File: src/rtl/gnrl_multichannel_delayed_pulser.sv
// gnrl_multichannel_delayed_pulser
//
// One rising edge on SIG_IN starts NUM_CH independent channels. Each channel
// waits its own delay, then drives one pulse of its own width. Sequence status
// is reported on BUSY, DONE and OVERRUN.
//
// Optional feature macro: GNRL_PULSER_RETRIGGER_EN
//   undefined : a trigger while BUSY is ignored (OVERRUN pulses).
//   defined   : a trigger while BUSY aborts the sequence and restarts every
//               channel on the newly latched schedule (OVERRUN pulses, no DONE).
//
// Ports
//   CLK          in   system clock, rising edge
//   RESET_n      in   asynchronous active-low reset
//   SIG_IN       in   trigger, synchronous to CLK (rising edge detected)
//   DELAY        in   NUM_CH x DELAY_WIDTH per-channel delay, ch i at [i*DELAY_WIDTH +: DELAY_WIDTH]
//   PULSE_WIDTH  in   NUM_CH x WIDTH_WIDTH per-channel pulse width, packed the same way
//   CH_EN        in   per-channel enable
//   SIG_OUT      out  registered per-channel pulse outputs
//   BUSY         out  high while a sequence is in progress
//   DONE         out  one-cycle pulse when a sequence completes
//   OVERRUN      out  one-cycle pulse when a trigger arrives during a running sequence

module gnrl_multichannel_delayed_pulser #(
    parameter int unsigned NUM_CH      = 4,
    parameter int unsigned DELAY_WIDTH = 16,
    parameter int unsigned WIDTH_WIDTH = 16
) (
    input  logic                            CLK,
    input  logic                            RESET_n,
    input  logic                            SIG_IN,
    input  logic [NUM_CH*DELAY_WIDTH-1:0]   DELAY,
    input  logic [NUM_CH*WIDTH_WIDTH-1:0]   PULSE_WIDTH,
    input  logic [NUM_CH-1:0]               CH_EN,
    output logic [NUM_CH-1:0]               SIG_OUT,
    output logic                            BUSY,
    output logic                            DONE,
    output logic                            OVERRUN
);

    // One counter serves both phases, so it must hold the wider of the two values.
    localparam int unsigned CntW = (DELAY_WIDTH > WIDTH_WIDTH) ? DELAY_WIDTH : WIDTH_WIDTH;

    typedef enum logic [1:0] {
        StIdle,
        StWait,
        StPulse
    } ch_state_e;

    ch_state_e              state_q [NUM_CH];
    ch_state_e              state_d [NUM_CH];
    logic [CntW-1:0]        cnt_q   [NUM_CH];
    logic [CntW-1:0]        cnt_d   [NUM_CH];
    logic [WIDTH_WIDTH-1:0] width_q [NUM_CH];
    logic [WIDTH_WIDTH-1:0] width_d [NUM_CH];

    logic              sig_in_q;
    logic [NUM_CH-1:0] sig_out_q, sig_out_d;
    logic              busy_q, busy_d;
    logic              done_q, done_d;
    logic              overrun_q, overrun_d;

    logic all_idle;
    logic trig;
    logic running;
    logic busy_ending;
    logic accept;

    // ------------------------------------------------------------------
    // Sequence control
    // ------------------------------------------------------------------
    always_comb begin
        all_idle = 1'b1;
        for (int i = 0; i < NUM_CH; i++) begin
            if (state_q[i] != StIdle) begin
                all_idle = 1'b0;
            end
        end
    end

    assign trig        = SIG_IN & ~sig_in_q;
    // BUSY with every channel idle only happens on the edge that ends a sequence,
    // so a trigger there starts a fresh sequence rather than colliding.
    assign busy_ending = busy_q & all_idle;
    assign running     = busy_q & ~all_idle;

`ifdef GNRL_PULSER_RETRIGGER_EN
    assign accept = trig;
`else
    assign accept = trig & ~running;
`endif

    always_comb begin
        busy_d    = busy_q;
        done_d    = busy_ending;
        overrun_d = trig & running;
        if (accept) begin
            busy_d = 1'b1;
        end else if (busy_ending) begin
            busy_d = 1'b0;
        end
    end

    // ------------------------------------------------------------------
    // Per-channel delay/pulse FSMs
    // ------------------------------------------------------------------
    // The delay is latched straight into the counter and the enable is consumed
    // by the IDLE->WAIT decision, so only the width needs its own register.
    always_comb begin
        for (int i = 0; i < NUM_CH; i++) begin
            state_d[i] = state_q[i];
            cnt_d[i]   = cnt_q[i];
            width_d[i] = width_q[i];

            if (accept) begin
                width_d[i] = PULSE_WIDTH[i*WIDTH_WIDTH +: WIDTH_WIDTH];
                if (CH_EN[i] && (PULSE_WIDTH[i*WIDTH_WIDTH +: WIDTH_WIDTH] != '0)) begin
                    state_d[i] = StWait;
                    cnt_d[i]   = CntW'(DELAY[i*DELAY_WIDTH +: DELAY_WIDTH]);
                end else begin
                    state_d[i] = StIdle;
                    cnt_d[i]   = '0;
                end
            end else begin
                unique case (state_q[i])
                    StIdle: begin
                        cnt_d[i] = '0;
                    end
                    StWait: begin
                        if (cnt_q[i] == '0) begin
                            state_d[i] = StPulse;
                            cnt_d[i]   = CntW'(width_q[i]);
                        end else begin
                            cnt_d[i] = cnt_q[i] - CntW'(1);
                        end
                    end
                    StPulse: begin
                        // Width is nonzero here, so the counter never wraps.
                        if (cnt_q[i] == CntW'(1)) begin
                            state_d[i] = StIdle;
                            cnt_d[i]   = '0;
                        end else begin
                            cnt_d[i] = cnt_q[i] - CntW'(1);
                        end
                    end
                    default: begin
                        state_d[i] = StIdle;
                        cnt_d[i]   = '0;
                    end
                endcase
            end

            sig_out_d[i] = (state_d[i] == StPulse);
        end
    end

    // ------------------------------------------------------------------
    // State registers
    // ------------------------------------------------------------------
    always_ff @(posedge CLK or negedge RESET_n) begin
        if (!RESET_n) begin
            sig_in_q  <= 1'b0;
            sig_out_q <= '0;
            busy_q    <= 1'b0;
            done_q    <= 1'b0;
            overrun_q <= 1'b0;
            for (int i = 0; i < NUM_CH; i++) begin
                state_q[i] <= StIdle;
                cnt_q[i]   <= '0;
                width_q[i] <= '0;
            end
        end else begin
            sig_in_q  <= SIG_IN;
            sig_out_q <= sig_out_d;
            busy_q    <= busy_d;
            done_q    <= done_d;
            overrun_q <= overrun_d;
            for (int i = 0; i < NUM_CH; i++) begin
                state_q[i] <= state_d[i];
                cnt_q[i]   <= cnt_d[i];
                width_q[i] <= width_d[i];
            end
        end
    end

    assign SIG_OUT = sig_out_q;
    assign BUSY    = busy_q;
    assign DONE    = done_q;
    assign OVERRUN = overrun_q;

endmodule

File: config.mk
export PLATFORM = sky130hd
export DESIGN_NAME = gnrl_multichannel_delayed_pulser
export DESIGN_NICKNAME = d
export VERILOG_FILES = /design/src/rtl/gnrl_multichannel_delayed_pulser.sv
export SDC_FILE = /design/constraint.sdc
export NUM_CORES = 1
export LEC_CHECK = 0
export ABC_AREA = 1
export ABC_CLOCK_PERIOD_IN_PS = 4860
export CAP_MARGIN = 0
export CORE_MARGIN = 4
export CORE_UTILIZATION = 35
export DETAILED_ROUTE_END_ITERATION = 10
export HOLD_SLACK_MARGIN = 0.1
export PLACE_DENSITY = 0.52
export SLEW_MARGIN = 20
export SYNTH_ARGS = -nofsm -noshare
export SYNTH_HDL_FRONTEND = slang
export SYNTH_SLANG_ARGS = --single-unit
export TNS_END_PERCENT = 10
File: constraint.sdc
create_clock -name CLK -period 4.86 [get_ports CLK]
set_input_delay 0.972 -clock CLK [delete_from_list [all_inputs] [get_ports CLK]]
set_output_delay 0.972 -clock CLK [all_outputs]
set_load 0.05 [all_outputs]
==> results_dict.tcl, run 1 <==
set metrics [dict create \
    reg2reg_to "cnt_q[40]" \
    cts_max_level 4 \
    slew_headroom_pct 48.57 \
    cts_root_buffer "clkbuf_16" \
    clock_latency_ns 0.43 \
    startpoint "BUSY" \
    slowest_delay_ns 0.84 \
    syn_nets 1388 \
    p_int_mw 4.157 \
    holdCritPathClass "register to register" \
    critical-path-top-delay-family "buffers and inverters" \
    port_buffers 141 \
    hold_viol_final 0 \
    antenna_found_initial 0 \
    start_kind "register" \
    comb_power_share_pct 57.3 \
    antenna_left 0 \
    synthCells 1229 \
    slew_violations 0 \
    cts.sinks 144 \
    synth_warnings 0 \
    via_count 7522 \
    p_clk_share_pct 17.4 \
    area_growth_pct 26.15 \
    worstSetupEndpointType "primary output" \
    grt_first_pass_wirelength_mm 37.20 \
    worstPathArrival_ns 1.63 \
    reg2reg_depth 10 \
    hold-path-cell-count 2 \
    rsz0062_at_grt "false" \
    crit_type "register to primary output" \
    r2r-start "state_q[4]" \
    leakage_nw 5.878 \
    ios 142 \
    post_cts_buffers 0 \
    first_pass_iters 5 \
    grt_pass1_vias 7475 \
    cap_violations 0 \
    hp-start "width_q[5]" \
    clk_path_buf_depth 2 \
    fmax_ghz 0.3845 \
    outcome "finished, final reports clean" \
    power.density_mw_per_mm2 733.2 \
    worst_pin_slew_ns 0.7715 \
    power_mw 8.037 \
    finalCriticalPeriod_ns 2.601 \
    dp_hpwl_mm 16.45 \
    hold_end "width_q[5]" \
    power_frac_seq_pct 25.3 \
    synth.distinct_cells 25 \
    cp_slowest_cell "clkdlybuf4s50_1" \
    diodes 0 \
    numCtsBuffers 17 \
    initial_core_util_pct 35.63 \
    critPathBufInv 1 \
    drc 0 \
    setup_viol 0 \
    fin_tns_setup_ns 0 \
    first_iter_violations 397 \
    yosysSeqAreaShare_pct 41.47 \
    grt_max_degree 128 \
    grt.total_usage_pct 16.96 \
    fp.dieArea_sq_mm 0.02741 \
    core_sq_mm 0.02439 \
    path_cells "clkdlybuf4s50_1" \
    switching_share_pct 48.28 \
    clk_pin_slew_ns 0.06 \
    period_share_pct 53.51 \
    routed_wl_mm 22.37 \
    rows 57 \
    seq_area_sq_mm 0.003603 \
    cts_resized 0 \
    syn_avg_cell_area_sq_um 7.070 \
    fin_util_pct 44.94 \
    nets 1520 \
    worstPathRequired_ns 3.89 \
    vias_per_cell 4.430 \
    peakVddDrop_uv 262.0 \
    nFillCells 2590 \
    rrSetupSlack_ns 2.73 \
    worstPathMaxFanout 3 \
    synth_seq_cells 144 \
    skew_ns 0.01646 \
    place.gp.congestion 0.7966 \
    multi_input_area_sq_mm 0.004377 \
    gr-total-overflow 0 \
    cts_hold_buf 0 \
    fp.dieW_um 165.6 \
    synth.cell_area_sq_mm 0.008690 \
    post_drt_wl_per_cell_um 13.17 \
    switching_power_mw 3.880 \
    drive_above_1_share_pct 8.443 \
    die_height_um 165.6 \
    cts_tree "done" \
]
registers in the layout, indices dropped and copies added, names as in the netlist:
| signal | count |
|---|---|
| OVERRUN | 1 |
| BUSY | 1 |
| DONE | 1 |
| cnt_q | 64 |
| width_q | 64 |
| sig_in_q | 1 |
| SIG_OUT | 4 |
| state_q | 8 |
layer usage:
metal	share of wire, %	global-route usage, %	up-vias
met3	2.8	2.730	15
met1	50	23.96	3393
li1	-	-	4014
met2	46	27.56	100
met4	0.85	3.637	0
met5	0	0	-
worst register-to-register path: stages, from the launching register on:
cell and delay, ns:
dfrtp_1 0.40, inv_1 0.11, ha_1 0.24, nand4_1 0.14, nand2_1 0.17, nand2_4 0.07, inv_2 0.28, nand3_1 0.19
inv_2 0.30, nand2_1 0.11, nand2_1 0.08
worst max-delay path by stage:
stage                     end  cells past startpoint
floorplan           cnt_q[53]                      9
detailed placement  cnt_q[10]                      8
global placement     cnt_q[3]                      8
finish                   BUSY                      1
global route             BUSY                      1
CTS                      BUSY                      1
cell type report:
type	count	area share [%]
Multi-Input combinational cell	916	39.93
Clock inverter	14	1.644
Sequential cell	144	32.87
Clock buffer	18	4.006
Tap cell	324	3.698
Timing Repair Buffer	144	13.13
Inverter	138	4.725
cell usage after synthesis (all sizes together):
library cell / instances / area share, %
buf: 22 / 2.0
nor2: 110 / 6.9
xor2: 15 / 1.5
inv: 138 / 6.0
ha: 24 / 3.5
nand4: 27 / 1.9
nor3: 5 / 0.29
o21ai: 72 / 4.1
nand3: 44 / 2.8
xnor2: 11 / 1.1
nand2: 600 / 27
dfrtp: 144 / 41
clkbuf: 9 / 0.39
nand3b: 8 / 0.69
metrics by stage:
| stage | worst slack [ns] | instances | cell area [sq um] | hold slack [ns] |
|---|---|---|---|---|
| 2_1_floorplan | 2.955 | 1229 | 8690 | 0.4492 |
| 3_3_place_gp | 1.938 | 1666 | 10330 | 0.4687 |
| 3_5_place_dp | 1.863 | 1666 | 10330 | 0.4750 |
| 4_1_cts | 2.208 | 1698 | 10950 | 0.4900 |
| 5_1_grt | 2.187 | 1698 | 10960 | 0.5075 |
| 6_report | 2.259 | 1698 | 10960 | 0.4830 |
logic make-up (layout without fill, tap and decap cells):
logic type               Yosys count  after routing  synth area share, %
XOR/XNOR                          26             26                2.621
AO/OA/AOI/OAI                     72             72                4.147
flip-flops                       144            144                41.47
buffers and inverters            169            314                8.308
adder cells (fa/ha/maj)           24             24                3.456
AND/OR/NAND/NOR                  794            794                40.00
power groups by stage:
stage | combinational (mW) | sequential, mW | clock [mW]
floorplan | 3.76 | 2.05 | 0
global placement | 4.62 | 2.05 | 0
detailed placement | 4.65 | 2.05 | 0
CTS | 4.67 | 2.04 | 1.43
global route | 5.37 | 2.10 | 1.49
finish | 4.60 | 2.04 | 1.40
layout by cell type, fill, tap and decap left out, types with 2 or more instances in the layout:
| cell type | Yosys | final |
|---|---|---|
| dfrtp_1 | 144 | 144 |
| xnor2_1 | 11 | 11 |
| inv_1 | 131 | 131 |
| nand4_1 | 27 | 27 |
| nand3_2 | 2 | 2 |
| nor2_8 | 3 | 3 |
| nor2_4 | 13 | 13 |
| ha_1 | 24 | 24 |
| clkbuf_16 | 0 | 17 |
| nand3_1 | 41 | 41 |
| xor2_1 | 15 | 15 |
| o21ai_0 | 68 | 68 |
| clkinvlp_4 | 0 | 4 |
| nand2_2 | 28 | 28 |
| clkinv_4 | 0 | 2 |
| buf_4 | 0 | 2 |
| nor2_2 | 15 | 17 |
| buf_6 | 8 | 2 |
| nand2_4 | 8 | 9 |
| nor3_1 | 5 | 5 |
| inv_2 | 7 | 7 |
| nand3b_1 | 8 | 8 |
| nand2_1 | 564 | 563 |
| inv_6 | 0 | 3 |
| clkdlybuf4s50_1 | 0 | 140 |
| o21ai_1 | 4 | 4 |
| bufinv_16 | 0 | 3 |
| nor2_1 | 79 | 77 |
No activity file was read; power rests on OpenSTA's default activity.
==> run 2: changes to the inputs <==
--- a/config.mk
+++ b/config.mk
@@ -6,13 +6,13 @@
 export NUM_CORES = 1
 export LEC_CHECK = 0
 export ABC_AREA = 1
-export ABC_CLOCK_PERIOD_IN_PS = 4860
+export ABC_CLOCK_PERIOD_IN_PS = 2300
 export CAP_MARGIN = 0
 export CORE_MARGIN = 4
 export CORE_UTILIZATION = 35
 export DETAILED_ROUTE_END_ITERATION = 10
 export HOLD_SLACK_MARGIN = 0.1
-export PLACE_DENSITY = 0.52
+export PLACE_DENSITY = 0.54
 export SLEW_MARGIN = 20
 export SYNTH_ARGS = -nofsm -noshare
 export SYNTH_HDL_FRONTEND = slang
==> constraint.sdc (replaced) <==
create_clock -name CLK -period 2.3 [get_ports CLK]
set_input_delay 0.46 -clock CLK [delete_from_list [all_inputs] [get_ports CLK]]
set_output_delay 0.46 -clock CLK [all_outputs]
set_load 0.05 [all_outputs]
==> run 2 against run 1 <==
Compared with the run above: combinational power is 120% higher; core utilization is 0.59 points higher; via count rose by 1.3%; register-to-register slack worse by 2.5 ns.
==> results_dict.tcl, run 2 (synthesized netlist as in run 1, its figures left out) <==
set metrics [dict create \
    grt.total_usage_pct 17.02 \
    path_cells "clkdlybuf4s50_1" \
    cts.sinks 144 \
    clk_pin_slew_ns 0.06 \
    grt_max_degree 65 \
    grt_pass1_vias 7426 \
    core_sq_mm 0.02439 \
    fin_ws_ns 0.1916 \
    comb_power_share_pct 57.7 \
    p_clk_share_pct 17.5 \
    worst_pin_slew_ns 0.7294 \
    port_buffers 141 \
    worstSetupEndpointType "primary output" \
    drive_above_1_share_pct 9.025 \
    reg2reg_to "cnt_q[46]" \
    antenna_left 0 \
    post_drt_wl_per_cell_um 13.09 \
    nets 1531 \
    cp_slowest_cell "clkdlybuf4s50_1" \
    routed_wl_mm 22.37 \
    gr-total-overflow 0 \
    peakVddDrop_uv 612.8 \
    first_iter_violations 454 \
    dp_hpwl_mm 16.62 \
    outcome "finished, final reports clean" \
    leakage_nw 5.962 \
    rrSetupSlack_ns 0.22 \
    start_kind "register" \
    slew_violations 0 \
    clock_latency_ns 0.43 \
    area_growth_pct 27.80 \
    drc 0 \
    cts_max_level 4 \
    ios 142 \
    critical-path-top-delay-family "buffers and inverters" \
    crit_type "register to primary output" \
    rsz0062_at_grt "false" \
    instances_no_fill 1709 \
    hp-start "width_q[53]" \
    diodes 0 \
    period_share_pct 91.67 \
    antenna_found_initial 0 \
    switching_power_mw 8.292 \
    reg_top3 "cnt_q: 64 flops, width_q: 64 flops, state_q: 8 flops" \
    worstPathRequired_ns 1.84 \
    final_common_cell "nand2_1" \
    power.density_mw_per_mm2 1560 \
    pre_cts_ws_ns -0.2008 \
    worstPathArrival_ns 1.65 \
    slowest_delay_ns 0.85 \
    fin_util_pct 45.53 \
    hold-path-cell-count 2 \
    design_area_sq_mm 0.01111 \
    cts_root_buffer "clkbuf_16" \
    r2r-start "state_q[0]" \
    p_int_mw 9.029 \
    dpl_cell_area_sq_mm 0.01046 \
    hold_viol_final 0 \
    cts_tree "done" \
    post_cts_buffers 0 \
    clk_path_buf_depth 2 \
    fp.dieArea_sq_mm 0.02741 \
    first_pass_iters 5 \
    fp.dieW_um 165.6 \
    cap_violations 0 \
    holdCritPathClass "register to register" \
    numCtsBuffers 17 \
    vias_per_cell 4.459 \
    rows 57 \
    fin_tns_setup_ns 0 \
    grt_first_pass_wirelength_mm 37.00 \
    worstPathMaxFanout 3 \
    finalCriticalPeriod_ns 2.108 \
    switching_share_pct 47.87 \
    reg2reg_depth 11 \
    power_frac_seq_pct 24.8 \
    place_inst 1676 \
    slew_headroom_pct 51.32 \
    hold_end "width_q[53]" \
    layout_common_cells "nand2_1 (563), dfrtp_1 (144), clkdlybuf4s50_1 (140)" \
    holdWs_ns 0.4845 \
    setup_viol 0 \
    critPathBufInv 1 \
    die_height_um 165.6 \
    via_count 7621 \
    initial_core_util_pct 35.63 \
    place.gp.congestion 0.8321 \
    skew_ns 0.01456 \
    power_mw 17.32 \
    fmax_ghz 0.4743 \
]
-- run 2: cell types whose count changed in the layout (fill, tap and decap cells not counted), sizes merged --
cell	previous run	this run
buf	4	14
clkinvlp	4	1
inv	142	143
clkinv	3	4
bufinv	3	4
dlygate4sd3	0	1
-- run 2: routing by layer --
layer	wire [um]	GRT usage [%]	vias to the layer above
li1	-	-	4038
met4	266	4.987	0
met2	10430	27.75	146
met1	10690	23.38	3423
met5	0	0	-
met3	986	2.780	14
-- run 2: power by group through the flow --
stage               clock (mW)  sequential, mW  combinational, mW
CTS                       3.11            4.30               10.1
floorplan                    0            4.32               7.95
finish                    3.03            4.30               9.99
global placement             0            4.33               9.97
global route              3.22            4.44               11.5
detailed placement           0            4.32               10.0
-- run 2: repair_timing --
| item | 4_1_cts | 5_1_grt |
|---|---|---|
| hold endpoints to repair | 45 | 0 |
| hold buffers | 1 | 0 |
| endpoints found under the setup margin | 16 | 0 |
| resized for setup | 1 | 0 |
-- run 2: final cells by class --
cell class / instances / area (sq um)
fillers: 2531 / 13290
inverters: 138 / 518.0
clock buffers: 18 / 429.2
flip-flops and latches: 144 / 3603
multi-input cells: 916 / 4377
clock inverters: 14 / 202.7
repair buffers: 155 / 1570
well taps: 324 / 405.4
-- run 2: worst min-delay path: cells and delay by family, from the launching register on --
kind / cells / cell delay (ns)
flip-flops: 1 / 0.34
AO/OA/AOI/OAI: 1 / 0.06
AND/OR/NAND/NOR: 1 / 0.05
-- run 2: how the worst max path moves through the flow --
stage | start | to | slack, ns | cells after the start
final | BUSY | BUSY | 0.19 | 1
after global placement | SIG_IN | cnt_q[20] | -0.18 | 9
after floorplan | state_q[4] | cnt_q[53] | 0.63 | 11
after detailed placement | SIG_IN | cnt_q[10] | -0.20 | 9
after global routing | state_q[5] | cnt_q[47] | 0.004 | 11
after CTS | BUSY | BUSY | 0.14 | 1
